$ cat config.mk
export PLATFORM = sky130hd
export DESIGN_NAME = alu_issue_ctrl_flat
export DESIGN_NICKNAME = d
export VERILOG_FILES = /design/src/rtl/alu_pkg.sv /design/src/rtl/alu_issue_ctrl_if.sv /design/src/rtl/alu_issue_fifo.sv /design/src/rtl/alu_issue_ctrl.sv /design/src/flat_wrapper.sv
export SDC_FILE = /design/constraint.sdc
export NUM_CORES = 1
export LEC_CHECK = 0
export CAP_MARGIN = 20
export CELL_PAD_IN_SITES_DETAIL_PLACEMENT = 0
export CELL_PAD_IN_SITES_GLOBAL_PLACEMENT = 2
export CORE_MARGIN = 3
export CORE_UTILIZATION = 41
export DETAILED_ROUTE_END_ITERATION = 7
export DONT_BUFFER_PORTS = 1
export PLACE_DENSITY_LB_ADDON = 0.1
export SYNTH_ARGS = -nofsm -noshare
export SYNTH_HDL_FRONTEND = slang
export SYNTH_HIERARCHICAL = 1
export SYNTH_SLANG_ARGS = --single-unit
$ cat constraint.sdc
create_clock -name clk -period 2.59 [get_ports clk]
set_clock_uncertainty 0.2 [all_clocks]
set_input_delay 0.259 -clock clk [delete_from_list [all_inputs] [get_ports clk]]
set_output_delay 0.259 -clock clk [all_outputs]
set_load 0.03 [all_outputs]
$ cat src/rtl/alu_pkg.sv
// Shared opcodes, widths, FSM encoding and operation payload for the ALU issue controller.
package alu_pkg;

  localparam int unsigned OPW    = 8;
  localparam int unsigned RESW   = 16;
  localparam int unsigned CMDW   = 4;
  localparam int unsigned OPBITS = CMDW + 2 * OPW;

  localparam logic [CMDW-1:0] ADD  = 4'h0;
  localparam logic [CMDW-1:0] INC  = 4'h1;
  localparam logic [CMDW-1:0] SUB  = 4'h2;
  localparam logic [CMDW-1:0] DEC  = 4'h3;
  localparam logic [CMDW-1:0] MUL  = 4'h4;
  localparam logic [CMDW-1:0] DIV  = 4'h5;
  localparam logic [CMDW-1:0] SHL  = 4'h6;
  localparam logic [CMDW-1:0] SHR  = 4'h7;
  localparam logic [CMDW-1:0] AND  = 4'h8;
  localparam logic [CMDW-1:0] OR   = 4'h9;
  localparam logic [CMDW-1:0] INV  = 4'hA;
  localparam logic [CMDW-1:0] NAND = 4'hB;
  localparam logic [CMDW-1:0] NOR  = 4'hC;
  localparam logic [CMDW-1:0] XOR  = 4'hD;
  localparam logic [CMDW-1:0] XNOR = 4'hE;
  localparam logic [CMDW-1:0] BUF  = 4'hF;

  typedef enum logic [1:0] {
    IDLE  = 2'd0,
    DRIVE = 2'd1,
    RESP  = 2'd2
  } state_t;

  typedef struct packed {
    logic [CMDW-1:0] cmd;
    logic [OPW-1:0]  a;
    logic [OPW-1:0]  b;
  } op_t;

  // Divide-by-zero is answered locally instead of being issued to the ALU.
  function automatic logic is_div_zero(input op_t op);
    return (op.cmd == DIV) && (op.b == '0);
  endfunction

endpackage

$ cat src/rtl/alu_issue_ctrl_if.sv
// Operation-in and result-out valid/ready handshakes of the ALU issue controller.
interface alu_issue_ctrl_if;
  import alu_pkg::*;

  logic            in_valid;
  logic            in_ready;
  logic [CMDW-1:0] in_cmd;
  logic [OPW-1:0]  in_a;
  logic [OPW-1:0]  in_b;

  logic            res_valid;
  logic            res_ready;
  logic [RESW-1:0] res_data;
  logic [CMDW-1:0] res_cmd;
  logic            res_err;

  modport master (
    output in_valid, in_cmd, in_a, in_b, res_ready,
    input  in_ready, res_valid, res_data, res_cmd, res_err
  );

  modport slave (
    input  in_valid, in_cmd, in_a, in_b, res_ready,
    output in_ready, res_valid, res_data, res_cmd, res_err
  );

endinterface

$ cat src/rtl/alu_issue_fifo.sv
// Generic synchronous FIFO; push is ignored when full and pop when empty.
module alu_issue_fifo #(
  parameter int unsigned W     = 20,
  parameter int unsigned DEPTH = 4,
  parameter int unsigned AW    = 2
) (
  input  logic         clk,
  input  logic         rst_n,
  input  logic         push,
  input  logic [W-1:0] din,
  input  logic         pop,
  output logic [W-1:0] dout,
  output logic         full,
  output logic         empty,
  output logic [AW:0]  count
);

  logic [W-1:0] mem_q [DEPTH];
  logic [AW-1:0] wr_ptr_q, wr_ptr_d;
  logic [AW-1:0] rd_ptr_q, rd_ptr_d;
  logic [AW:0]   count_q, count_d;
  logic          do_push, do_pop;

  assign full    = (count_q == (AW+1)'(DEPTH));
  assign empty   = (count_q == '0);
  assign count   = count_q;
  assign dout    = mem_q[rd_ptr_q];
  assign do_push = push && !full;
  assign do_pop  = pop && !empty;

  // Pointers wrap naturally; the extra count bit separates full from empty.
  always_comb begin
    wr_ptr_d = wr_ptr_q;
    rd_ptr_d = rd_ptr_q;
    count_d  = count_q;
    if (do_push) wr_ptr_d = wr_ptr_q + AW'(1);
    if (do_pop)  rd_ptr_d = rd_ptr_q + AW'(1);
    case ({do_push, do_pop})
      2'b10:   count_d = count_q + (AW+1)'(1);
      2'b01:   count_d = count_q - (AW+1)'(1);
      default: count_d = count_q;
    endcase
  end

  always_ff @(posedge clk or negedge rst_n) begin
    if (!rst_n) begin
      wr_ptr_q <= '0;
      rd_ptr_q <= '0;
      count_q  <= '0;
    end else begin
      wr_ptr_q <= wr_ptr_d;
      rd_ptr_q <= rd_ptr_d;
      count_q  <= count_d;
    end
  end

  always_ff @(posedge clk) begin
    if (do_push) mem_q[wr_ptr_q] <= din;
  end

endmodule

$ cat src/rtl/alu_issue_ctrl.sv
// Queues ALU operations and issues them one at a time, capturing a registered result.
// Optional ALU_ISSUE_STATS_EN adds saturating issue / divide-by-zero counters.
module alu_issue_ctrl
  import alu_pkg::*;
#(
  parameter int unsigned DEPTH = 4,
  parameter int unsigned AW    = 2
) (
  input  logic            clk,
  input  logic            rst_n,
  alu_issue_ctrl_if.slave bus,
  output logic [OPW-1:0]  alu_a,
  output logic [OPW-1:0]  alu_b,
  output logic [CMDW-1:0] alu_cmd,
  output logic            alu_oe,
  input  logic [RESW-1:0] alu_dout
`ifdef ALU_ISSUE_STATS_EN
  ,
  output logic [15:0]     stat_ops,
  output logic [7:0]      stat_divz
`endif
);

  state_t          state_q, state_d;
  op_t             op_q, op_d;
  logic            alu_oe_q, alu_oe_d;
  logic            res_valid_q, res_valid_d;
  logic [RESW-1:0] res_data_q, res_data_d;
  logic [CMDW-1:0] res_cmd_q, res_cmd_d;
  logic            res_err_q, res_err_d;

  op_t             fifo_din, fifo_dout;
  logic            fifo_push, fifo_pop;
  logic            fifo_full, fifo_empty;
  logic [AW:0]     fifo_count;
  logic            divz;

  assign fifo_din  = '{cmd: bus.in_cmd, a: bus.in_a, b: bus.in_b};
  assign fifo_push = bus.in_valid && bus.in_ready;
  assign divz      = is_div_zero(op_q);

  alu_issue_fifo #(
    .W     (OPBITS),
    .DEPTH (DEPTH),
    .AW    (AW)
  ) u_fifo (
    .clk   (clk),
    .rst_n (rst_n),
    .push  (fifo_push),
    .din   (fifo_din),
    .pop   (fifo_pop),
    .dout  (fifo_dout),
    .full  (fifo_full),
    .empty (fifo_empty),
    .count (fifo_count)
  );

  always_comb begin
    state_d     = state_q;
    op_d        = op_q;
    alu_oe_d    = 1'b0;
    res_valid_d = res_valid_q;
    res_data_d  = res_data_q;
    res_cmd_d   = res_cmd_q;
    res_err_d   = res_err_q;
    fifo_pop    = 1'b0;
    case (state_q)
      IDLE: begin
        if (!fifo_empty) begin
          fifo_pop = 1'b1;
          state_d  = DRIVE;
        end
      end
      DRIVE: begin
        res_valid_d = 1'b1;
        res_cmd_d   = op_q.cmd;
        res_err_d   = divz;
        res_data_d  = divz ? '1 : alu_dout;
        state_d     = RESP;
      end
      RESP: begin
        if (res_valid_q && bus.res_ready) begin
          res_valid_d = 1'b0;
          if (!fifo_empty) begin
            fifo_pop = 1'b1;
            state_d  = DRIVE;
          end else begin
            state_d  = IDLE;
          end
        end
      end
      default: state_d = IDLE;
    endcase
    // Output-enable is registered alongside the op so it covers exactly the DRIVE cycle.
    if (fifo_pop) begin
      op_d     = fifo_dout;
      alu_oe_d = !is_div_zero(fifo_dout);
    end
  end

  always_ff @(posedge clk or negedge rst_n) begin
    if (!rst_n) begin
      state_q     <= IDLE;
      op_q        <= '0;
      alu_oe_q    <= 1'b0;
      res_valid_q <= 1'b0;
      res_data_q  <= '0;
      res_cmd_q   <= '0;
      res_err_q   <= 1'b0;
    end else begin
      state_q     <= state_d;
      op_q        <= op_d;
      alu_oe_q    <= alu_oe_d;
      res_valid_q <= res_valid_d;
      res_data_q  <= res_data_d;
      res_cmd_q   <= res_cmd_d;
      res_err_q   <= res_err_d;
    end
  end

  // Cross-check the flag and count views of the queue.
  always_ff @(posedge clk) begin
    if (rst_n) assert (fifo_empty == (fifo_count == '0));
  end

  assign bus.in_ready  = !fifo_full;
  assign bus.res_valid = res_valid_q;
  assign bus.res_data  = res_data_q;
  assign bus.res_cmd   = res_cmd_q;
  assign bus.res_err   = res_err_q;
  assign alu_a         = op_q.a;
  assign alu_b         = op_q.b;
  assign alu_cmd       = op_q.cmd;
  assign alu_oe        = alu_oe_q;

`ifdef ALU_ISSUE_STATS_EN
  logic [15:0] stat_ops_q, stat_ops_d;
  logic [7:0]  stat_divz_q, stat_divz_d;

  always_comb begin
    stat_ops_d  = stat_ops_q;
    stat_divz_d = stat_divz_q;
    if (state_q == DRIVE && stat_ops_q != '1)          stat_ops_d  = stat_ops_q + 16'(1);
    if (state_q == DRIVE && divz && stat_divz_q != '1) stat_divz_d = stat_divz_q + 8'(1);
  end

  always_ff @(posedge clk or negedge rst_n) begin
    if (!rst_n) begin
      stat_ops_q  <= '0;
      stat_divz_q <= '0;
    end else begin
      stat_ops_q  <= stat_ops_d;
      stat_divz_q <= stat_divz_d;
    end
  end

  assign stat_ops  = stat_ops_q;
  assign stat_divz = stat_divz_q;
`endif

endmodule

$ cat src/flat_wrapper.sv
// flat-port wrapper written by rule: the top's interface ports become plain ports
module alu_issue_ctrl_flat import alu_pkg::*;
#(
  parameter int unsigned DEPTH = 4,
  parameter int unsigned AW    = 2
)
  (clk, rst_n, alu_a, alu_b, alu_cmd, alu_oe, alu_dout, bus_in_valid, bus_in_cmd, bus_in_a, bus_in_b, bus_res_ready, bus_in_ready, bus_res_valid, bus_res_data, bus_res_cmd, bus_res_err);
  alu_issue_ctrl_if bus_i ();
  input  logic clk;
  input  logic rst_n;
  output logic [OPW-1:0] alu_a;
  output logic [OPW-1:0] alu_b;
  output logic [CMDW-1:0] alu_cmd;
  output logic alu_oe;
  input  logic [RESW-1:0] alu_dout;
  input wire logic [$bits(bus_i.in_valid)-1:0] bus_in_valid;
  input wire logic [$bits(bus_i.in_cmd)-1:0] bus_in_cmd;
  input wire logic [$bits(bus_i.in_a)-1:0] bus_in_a;
  input wire logic [$bits(bus_i.in_b)-1:0] bus_in_b;
  input wire logic [$bits(bus_i.res_ready)-1:0] bus_res_ready;
  output wire logic [$bits(bus_i.in_ready)-1:0] bus_in_ready;
  output wire logic [$bits(bus_i.res_valid)-1:0] bus_res_valid;
  output wire logic [$bits(bus_i.res_data)-1:0] bus_res_data;
  output wire logic [$bits(bus_i.res_cmd)-1:0] bus_res_cmd;
  output wire logic [$bits(bus_i.res_err)-1:0] bus_res_err;
  assign bus_i.in_valid = bus_in_valid;
  assign bus_i.in_cmd = bus_in_cmd;
  assign bus_i.in_a = bus_in_a;
  assign bus_i.in_b = bus_in_b;
  assign bus_i.res_ready = bus_res_ready;
  assign bus_in_ready = bus_i.in_ready;
  assign bus_res_valid = bus_i.res_valid;
  assign bus_res_data = bus_i.res_data;
  assign bus_res_cmd = bus_i.res_cmd;
  assign bus_res_err = bus_i.res_err;
  alu_issue_ctrl #(.DEPTH(DEPTH), .AW(AW)) u_core (.clk(clk), .rst_n(rst_n), .bus(bus_i), .alu_a(alu_a), .alu_b(alu_b), .alu_cmd(alu_cmd), .alu_oe(alu_oe), .alu_dout(alu_dout));
endmodule
* Word-level counts from Yosys, hierarchy flattened
Memory sizes are Yosys's and may differ from the RTL's.
Cells that the tools add are included.
** Storage, ports and cells
- Bits in registers :: 52
- Word-level logic and storage cells :: 57
- Input bits :: 40
- Memory bits (writable) :: 80
- Memories :: 1
- Output and inout bits :: 44
** Memories
- u_core.u_fifo.mem_q :: depth 4, bits a word 20, read ports 1, clocked after Yosys merged registers in 0, wr ports 1, RTL line alu_issue_fifo.sv:18 : logic [W-1:0] mem_q [DEPTH];
** Operators by class
- Mux-type cells :: 14
- Reduce and logical (&&, ||, !) cells :: 17
- Add/subtract/negate cells :: 4
- Eq/ne operators :: 9
** Operators by type and width (number)
- $logic_not 8->1 :: 2
- $mux 16 :: 1
- $eq 4x3->1 const B :: 2
- $mux 1 :: 7
- $logic_and 1x1->1 :: 6
- $pmux 2 s3 :: 1
- $pmux 3 s2 :: 1
- $add 2x1->2 const B :: 2
- $eq 2x1->1 const B :: 2
- $eq 2x2->1 const B :: 2
- $mux 2 :: 2
- $pmux 1 s2 :: 2
- $reduce_and 2->1 :: 2
- $reduce_bool 2->1 :: 2
- $add 3x1->3 const B :: 1
- $eq 3x3->1 const B :: 1
- $logic_not 1->1 :: 3
- $logic_not 3->1 :: 1
- $sub 3x1->3 const B :: 1
- $logic_not 2->1 :: 1
- $ne 2x1->1 const B :: 1
- $ne 2x2->1 const B :: 1

* Longest topological paths before layout
- Word-level depth :: 7
- Depth in mapped cells :: 10
- Depth with buffers taken out :: 10

* By module
Netlist, hierarchy kept.
** By module, submodules not included
- alu_issue_fifo :: area an instance 3331.9 µm², instances 1, cells each 141, seq. area each 2577.5 µm²
- alu_issue_ctrl :: area an instance 1899.3 µm², instances 1, cells each 156, seq. area each 1126.1 µm²

* Least setup slack after synthesis
OpenSTA, ideal clock, no wires.
- Path kind :: register to register
- Start point :: reg u_core.res_valid_q (netlist: u_core/bus.res_valid)
- End point :: reg u_core.u_fifo.count_q[2] (netlist: u_core/u_fifo/count[2])
- Data required time :: 2311 ps
- Stages on the path, launching flop included :: 11
- Period minus slack after synthesis :: 2481 ps
- Setup time :: 79 ps
- Arrival :: 2202 ps
- Slack :: 109 ps
- Path through :: dfrtp_1 -> a21boi_4 -> nor3_4 -> buf_6 -> o31a_2 -> ha_1 -> inv_1 -> fa_1 -> xor2_1 -> nor2_1 -> xor2_1
** Between the ends
- Cells in the longest elaborated chain, start to end :: 6
- Elaborated cells between the ends (all ways) :: 8
- Those cells by class :: eq/ne (2); mux (3); reduce/logical (3)
** Ends and longest elaborated chain
- start, declared :: RTL line alu_issue_ctrl.sv:27 : logic res_valid_q, res_valid_d;
- start signal, assigned :: RTL line alu_issue_ctrl.sv:114 : res_valid_q <= res_valid_d;
- $logic_and 1x1->1 * :: RTL line alu_issue_ctrl.sv:82 : if (res_valid_q && bus.res_ready) begin
- $mux 1 * :: RTL line alu_issue_ctrl.sv:82
- $pmux 1 s2 * :: RTL line alu_issue_ctrl.sv:67 : case (state_q)
- via u_core.fifo_pop :: RTL line alu_issue_ctrl.sv:33 : logic fifo_push, fifo_pop;
- $logic_and 1x1->1 * :: RTL line alu_issue_fifo.sv:29 : assign do_pop = pop && !empty;
- via u_core.u_fifo.do_pop :: RTL line alu_issue_fifo.sv:22 : logic do_push, do_pop;
- $eq 2x1->1 or $eq 2x2->1 (tied branches) :: RTL line alu_issue_fifo.sv:38 : case ({do_push, do_pop})
- $pmux 3 s2 or $reduce_bool 2->1 (tied branches)
- end signal, assigned :: RTL line alu_issue_fifo.sv:53 : count_q <= count_d;
- end, declared :: RTL line alu_issue_fifo.sv:21 : logic [AW:0] count_q, count_d;
The timed path passes the listed nets; every way through them passes the cells marked *.
A chain may end at the register's enable or synchronous reset.

* Final worst setup path
- Start point :: reg u_core.u_fifo.count_q[0] (netlist: u_core/u_fifo/count[0])
- End point :: reg u_core.u_fifo.count_q[2] (netlist: u_core/u_fifo/count[2])
** Between the ends
- Elaborated cells between the ends (all ways) :: 16
- Those cells by class :: add/sub (2); eq/ne (3); mux (4); reduce/logical (7)
** RTL lines
- $eq 3x3->1 * :: RTL line alu_issue_fifo.sv:24 : assign full = (count_q == (AW+1)'(DEPTH));
- via u_core.fifo_full :: RTL line alu_issue_ctrl.sv:34 : logic fifo_full, fifo_empty;
- $logic_not 1->1 * :: RTL line alu_issue_ctrl.sv:126 : assign bus.in_ready = !fifo_full;
- $logic_and 1x1->1 * :: RTL line alu_issue_ctrl.sv:39 : assign fifo_push = bus.in_valid && bus.in_ready;
- via u_core.fifo_push :: RTL line alu_issue_ctrl.sv:33
- $logic_and 1x1->1 * :: RTL line alu_issue_fifo.sv:28 : assign do_push = push && !full;
- $eq 2x1->1 or $eq 2x2->1 (tied branches) :: RTL line alu_issue_fifo.sv:38
- $pmux 3 s2 or $reduce_bool 2->1 (tied branches)
Marked as above.

==> metrics.log <==
INFO  metric run_status = finished, final reports clean
INFO  metric final_min_period_over_clock_period = 0.9112
INFO  metric hold_depth = 3
INFO  metric leakage = 2.531 nW
INFO  metric fillerInstances = around 1000
INFO  metric synth_area_per_cell = 17.61 sq um
INFO  metric post_synth_instance_area = ~5200 sq um
INFO  metric clockRootBuffer = sky130_fd_sc_hd__clkbuf_16
INFO  metric overflow = 0
INFO  metric numnets_final = 401
INFO  metric instances_no_fill = 536
INFO  metric syn_nets = 343
INFO  metric post-dp-hpwl = approximately 6100 um
INFO  metric largest_driver_fanout_on_the_critical_path = 7
INFO  metric max_freq = approximately 420 MHz
INFO  metric number_of_enable_flip_flop_cells_after_synthesis = 80
INFO  metric cts-hold-fix-buffers = 39
INFO  metric most-common-layout-cells = 80 x sky130_fd_sc_hd__edfxtp_1, 52 x sky130_fd_sc_hd__dfrtp_1, 49 x sky130_fd_sc_hd__nand2_1
INFO  metric max-cap-violations = 0
INFO  metric die-height = about 120 um
INFO  metric grt_pass1_wl = 15990 um
INFO  metric first_iter_violations = about 220
INFO  metric floorplan.die.width = 119.0 um
INFO  metric port-buffer-count = 0
INFO  metric min_period = 2360 ps
INFO  metric synthCells = 297
INFO  metric routed_via_density = ~5.0
INFO  metric totalWireLength = 10030 um
INFO  metric drtPass1Iterations = 4
INFO  metric drc = 0
INFO  metric initial_core_util = 0.4266
INFO  metric share_of_cells_above_drive_strength_1 = 0.2609
INFO  metric groute.usage.overall = 0.1521
INFO  metric clock-sinks = 132
INFO  metric grt_antenna_before_repair = 0
INFO  metric cts_tree = built
INFO  metric hold_violations = 0
INFO  metric grt_max_degree = 53
INFO  metric cts_inserted_buffers = 17
INFO  metric via_count_of_the_first_global_routing_pass = 2748
INFO  metric synth.lib_cells_used.distinct = 35
INFO  metric worst_ep_required_time = 2720 ps
INFO  metric clk_pin_slew = ~60 ps
INFO  metric final_gp_congestion = 0.7038
INFO  metric hold_class = in -> reg
INFO  metric routed-via-count = approximately 2700
INFO  metric final_antenna_net_count = 0
INFO  metric grt_setup_unrepaired = no
INFO  metric power_per_cell_area = 1376 nW/um^2
INFO  metric tightest_slew = 888.4 ps
INFO  metric rr_worst_depth = 10
INFO  metric finalCoreUtilization = 0.5272
INFO  metric worst_slew_margin_rel = 0.4077
INFO  metric asyncSetResetFlopFracSynth = 0.3939
INFO  metric clkLatencyLatePin = roughly 420 ps
INFO  metric core-area = about 12000 sq um
INFO  metric power.total = a little under 9 mW
INFO  metric synth.ff_latch_count = 132
INFO  metric launching_element_type_of_the_critical_path = register
INFO  metric dpl.cell_count = 465
INFO  metric setup_viol_count_final = 0
INFO  metric num_rows = 40
INFO  metric num_antenna_cells = 0
INFO  metric critical_path_arrival = 2490 ps
INFO  metric hold_slack = 49.52 ps
INFO  metric final_count_of_pins_violating_max_slew = 0
INFO  metric h_tree_levels = 4
INFO  metric area.growth.synth_to_final = 23.58%
INFO  metric routed_wire_length_per_instance = 18.71 um
INFO  metric predominant_post_synthesis_flop_cell = sky130_fd_sc_hd__edfxtp_1
INFO  metric ctsResizeCount = 0
INFO  metric setup_total_negative_slack = 0 ps
INFO  metric die_area = 14150 sq um
INFO  metric postCtsSetupRepairBufs = 0
INFO  metric timing_worst_setup_path_type = reg -> reg
INFO  metric most_common_cell_after_layout_fill_and_taps_aside = sky130_fd_sc_hd__edfxtp_1
INFO  metric vdd_ir_drop_max = between 600 and 700 uV
INFO  metric ctsLongestPathBuffers = 2
INFO  metric cp-end-kind = register
INFO  metric design.portCount = 84
INFO  metric yosys_warnings = 6
INFO  metric synth_sequential_area_ratio = 0.7080
[through the flow]
step	cell area [sq um]	setup WS [ps]
floorplan	5231	108.5
global placement	5465	309.1
detailed placement	5465	244.0
CTS	6465	223.9
global route	6465	72.67
finish	6465	230.0
[cells in the mapped netlist (2+ instances only)]
cell type                  count  share of area
sky130_fd_sc_hd__a21oi_1       2         0.0019
sky130_fd_sc_hd__and2_2        4         0.0057
sky130_fd_sc_hd__buf_2         4         0.0038
sky130_fd_sc_hd__buf_6         5          0.011
sky130_fd_sc_hd__clkbuf_1      2         0.0014
sky130_fd_sc_hd__dfrtp_1      52           0.25
sky130_fd_sc_hd__edfxtp_1     80           0.46
sky130_fd_sc_hd__ha_1          5          0.012
sky130_fd_sc_hd__inv_1         8         0.0057
sky130_fd_sc_hd__mux2_2        2         0.0043
sky130_fd_sc_hd__mux2_4       19          0.055
sky130_fd_sc_hd__mux4_2       19          0.082
sky130_fd_sc_hd__nand2_1      49          0.035
sky130_fd_sc_hd__nand3_1      17          0.016
sky130_fd_sc_hd__nor3_1        2         0.0019
sky130_fd_sc_hd__nor4_1        2         0.0024
sky130_fd_sc_hd__nor4b_1       2         0.0033
sky130_fd_sc_hd__nor4b_2       2         0.0057
sky130_fd_sc_hd__xnor2_1       3         0.0050
sky130_fd_sc_hd__xor2_1        3         0.0050
[worst max-delay path, cell delays in order, from the launching register on]
cell and delay, ps:
sky130_fd_sc_hd__dfrtp_1 450, sky130_fd_sc_hd__nor3b_4 290, sky130_fd_sc_hd__nor2b_1 80, sky130_fd_sc_hd__nor2b_4 150
sky130_fd_sc_hd__inv_1 60, sky130_fd_sc_hd__ha_1 170, sky130_fd_sc_hd__inv_1 60, sky130_fd_sc_hd__fa_1 370
sky130_fd_sc_hd__xor2_1 150, sky130_fd_sc_hd__nor2_1 130, sky130_fd_sc_hd__xor2_1 170
[per-layer routing]
metal / vias up / global-route usage / wire length (um)
met3: 18 / 0.05651 / 579
met5: - / 0 / 0
li1: 1218 / - / -
met1: 1351 / 0.1976 / 4435
met2: 77 / 0.2295 / 4816
met4: 0 / 0.06734 / 199
[area by class of cell]
| cell class | instances | area (sq um) | area share |
|---|---|---|---|
| inverters | 8 | 30.03 | 0.004645 |
| clock buffers | 18 | 439.2 | 0.06793 |
| flip-flops and latches | 132 | 3704 | 0.5729 |
| well taps | 168 | 210.2 | 0.03251 |
| multi-input cells | 146 | 1414 | 0.2187 |
| repair buffers | 50 | 515.5 | 0.07974 |
| clock inverters | 14 | 152.6 | 0.02361 |
[where the power goes]
group / internal (mW) / switching [mW] / total (mW) / leakage, nW
Combinational: 1.32 / 1.19 / 2.51 / 0.892
Clock: 1.45 / 0.903 / 2.35 / 0.285
Sequential: 2.94 / 1.09 / 4.03 / 1.35
Total: 5.71 / 3.18 / 8.90 / 2.53
[sequential cells by signal, summed over array words and instances, names as in the netlist]
name and count:
u_core/bus.res_valid 1, u_core/u_fifo/wr_ptr_q 2, u_core/u_fifo/mem_q 80, u_core/alu_a 8
u_core/u_fifo/rd_ptr_q 2, u_core/bus.res_cmd 4, u_core/bus.res_err 1, u_core/u_fifo/count 3
u_core/state_q 2, u_core/alu_oe 1, u_core/bus.res_data 16, u_core/alu_b 8
u_core/alu_cmd 4
[cell families after synthesis]
group | Yosys count | share of synthesized area
adders and majority gates | 6 | 0.01579
buffers and inverters | 19 | 0.02177
xor gates and xnor gates | 6 | 0.01005
AOI/OAI and AO/OA | 4 | 0.007415
muxes | 42 | 0.1476
and+or+nand+nor | 88 | 0.08946
DFF | 132 | 0.7080
[final timing paths]
| path | slack, ps | endpoint | startpoint |
|---|---|---|---|
| hold reg to reg | 310 | u_core/bus.res_valid$_DFFE_PN0P_ | u_core/state_q[1]$_DFFE_PN0P_ |
| max in group asynchronous | 1770 | u_core/state_q[0]$_DFFE_PN0P_ | rst_n |
| setup reg to reg | 230 | u_core/u_fifo/count[2]$_DFFE_PN0P_ | u_core/u_fifo/count[0]$_DFFE_PN0P_ |
| hold / removal | 50 | u_core/u_fifo/wr_ptr_q[0]$_DFFE_PN0P_ | bus_in_valid |
| min in group asynchronous | 170 | u_core/alu_a[6]$_DFFE_PN0P_ | rst_n |
| setup / recovery | 230 | u_core/u_fifo/count[2]$_DFFE_PN0P_ | u_core/u_fifo/count[0]$_DFFE_PN0P_ |
Power figures use the tool's default switching activity.
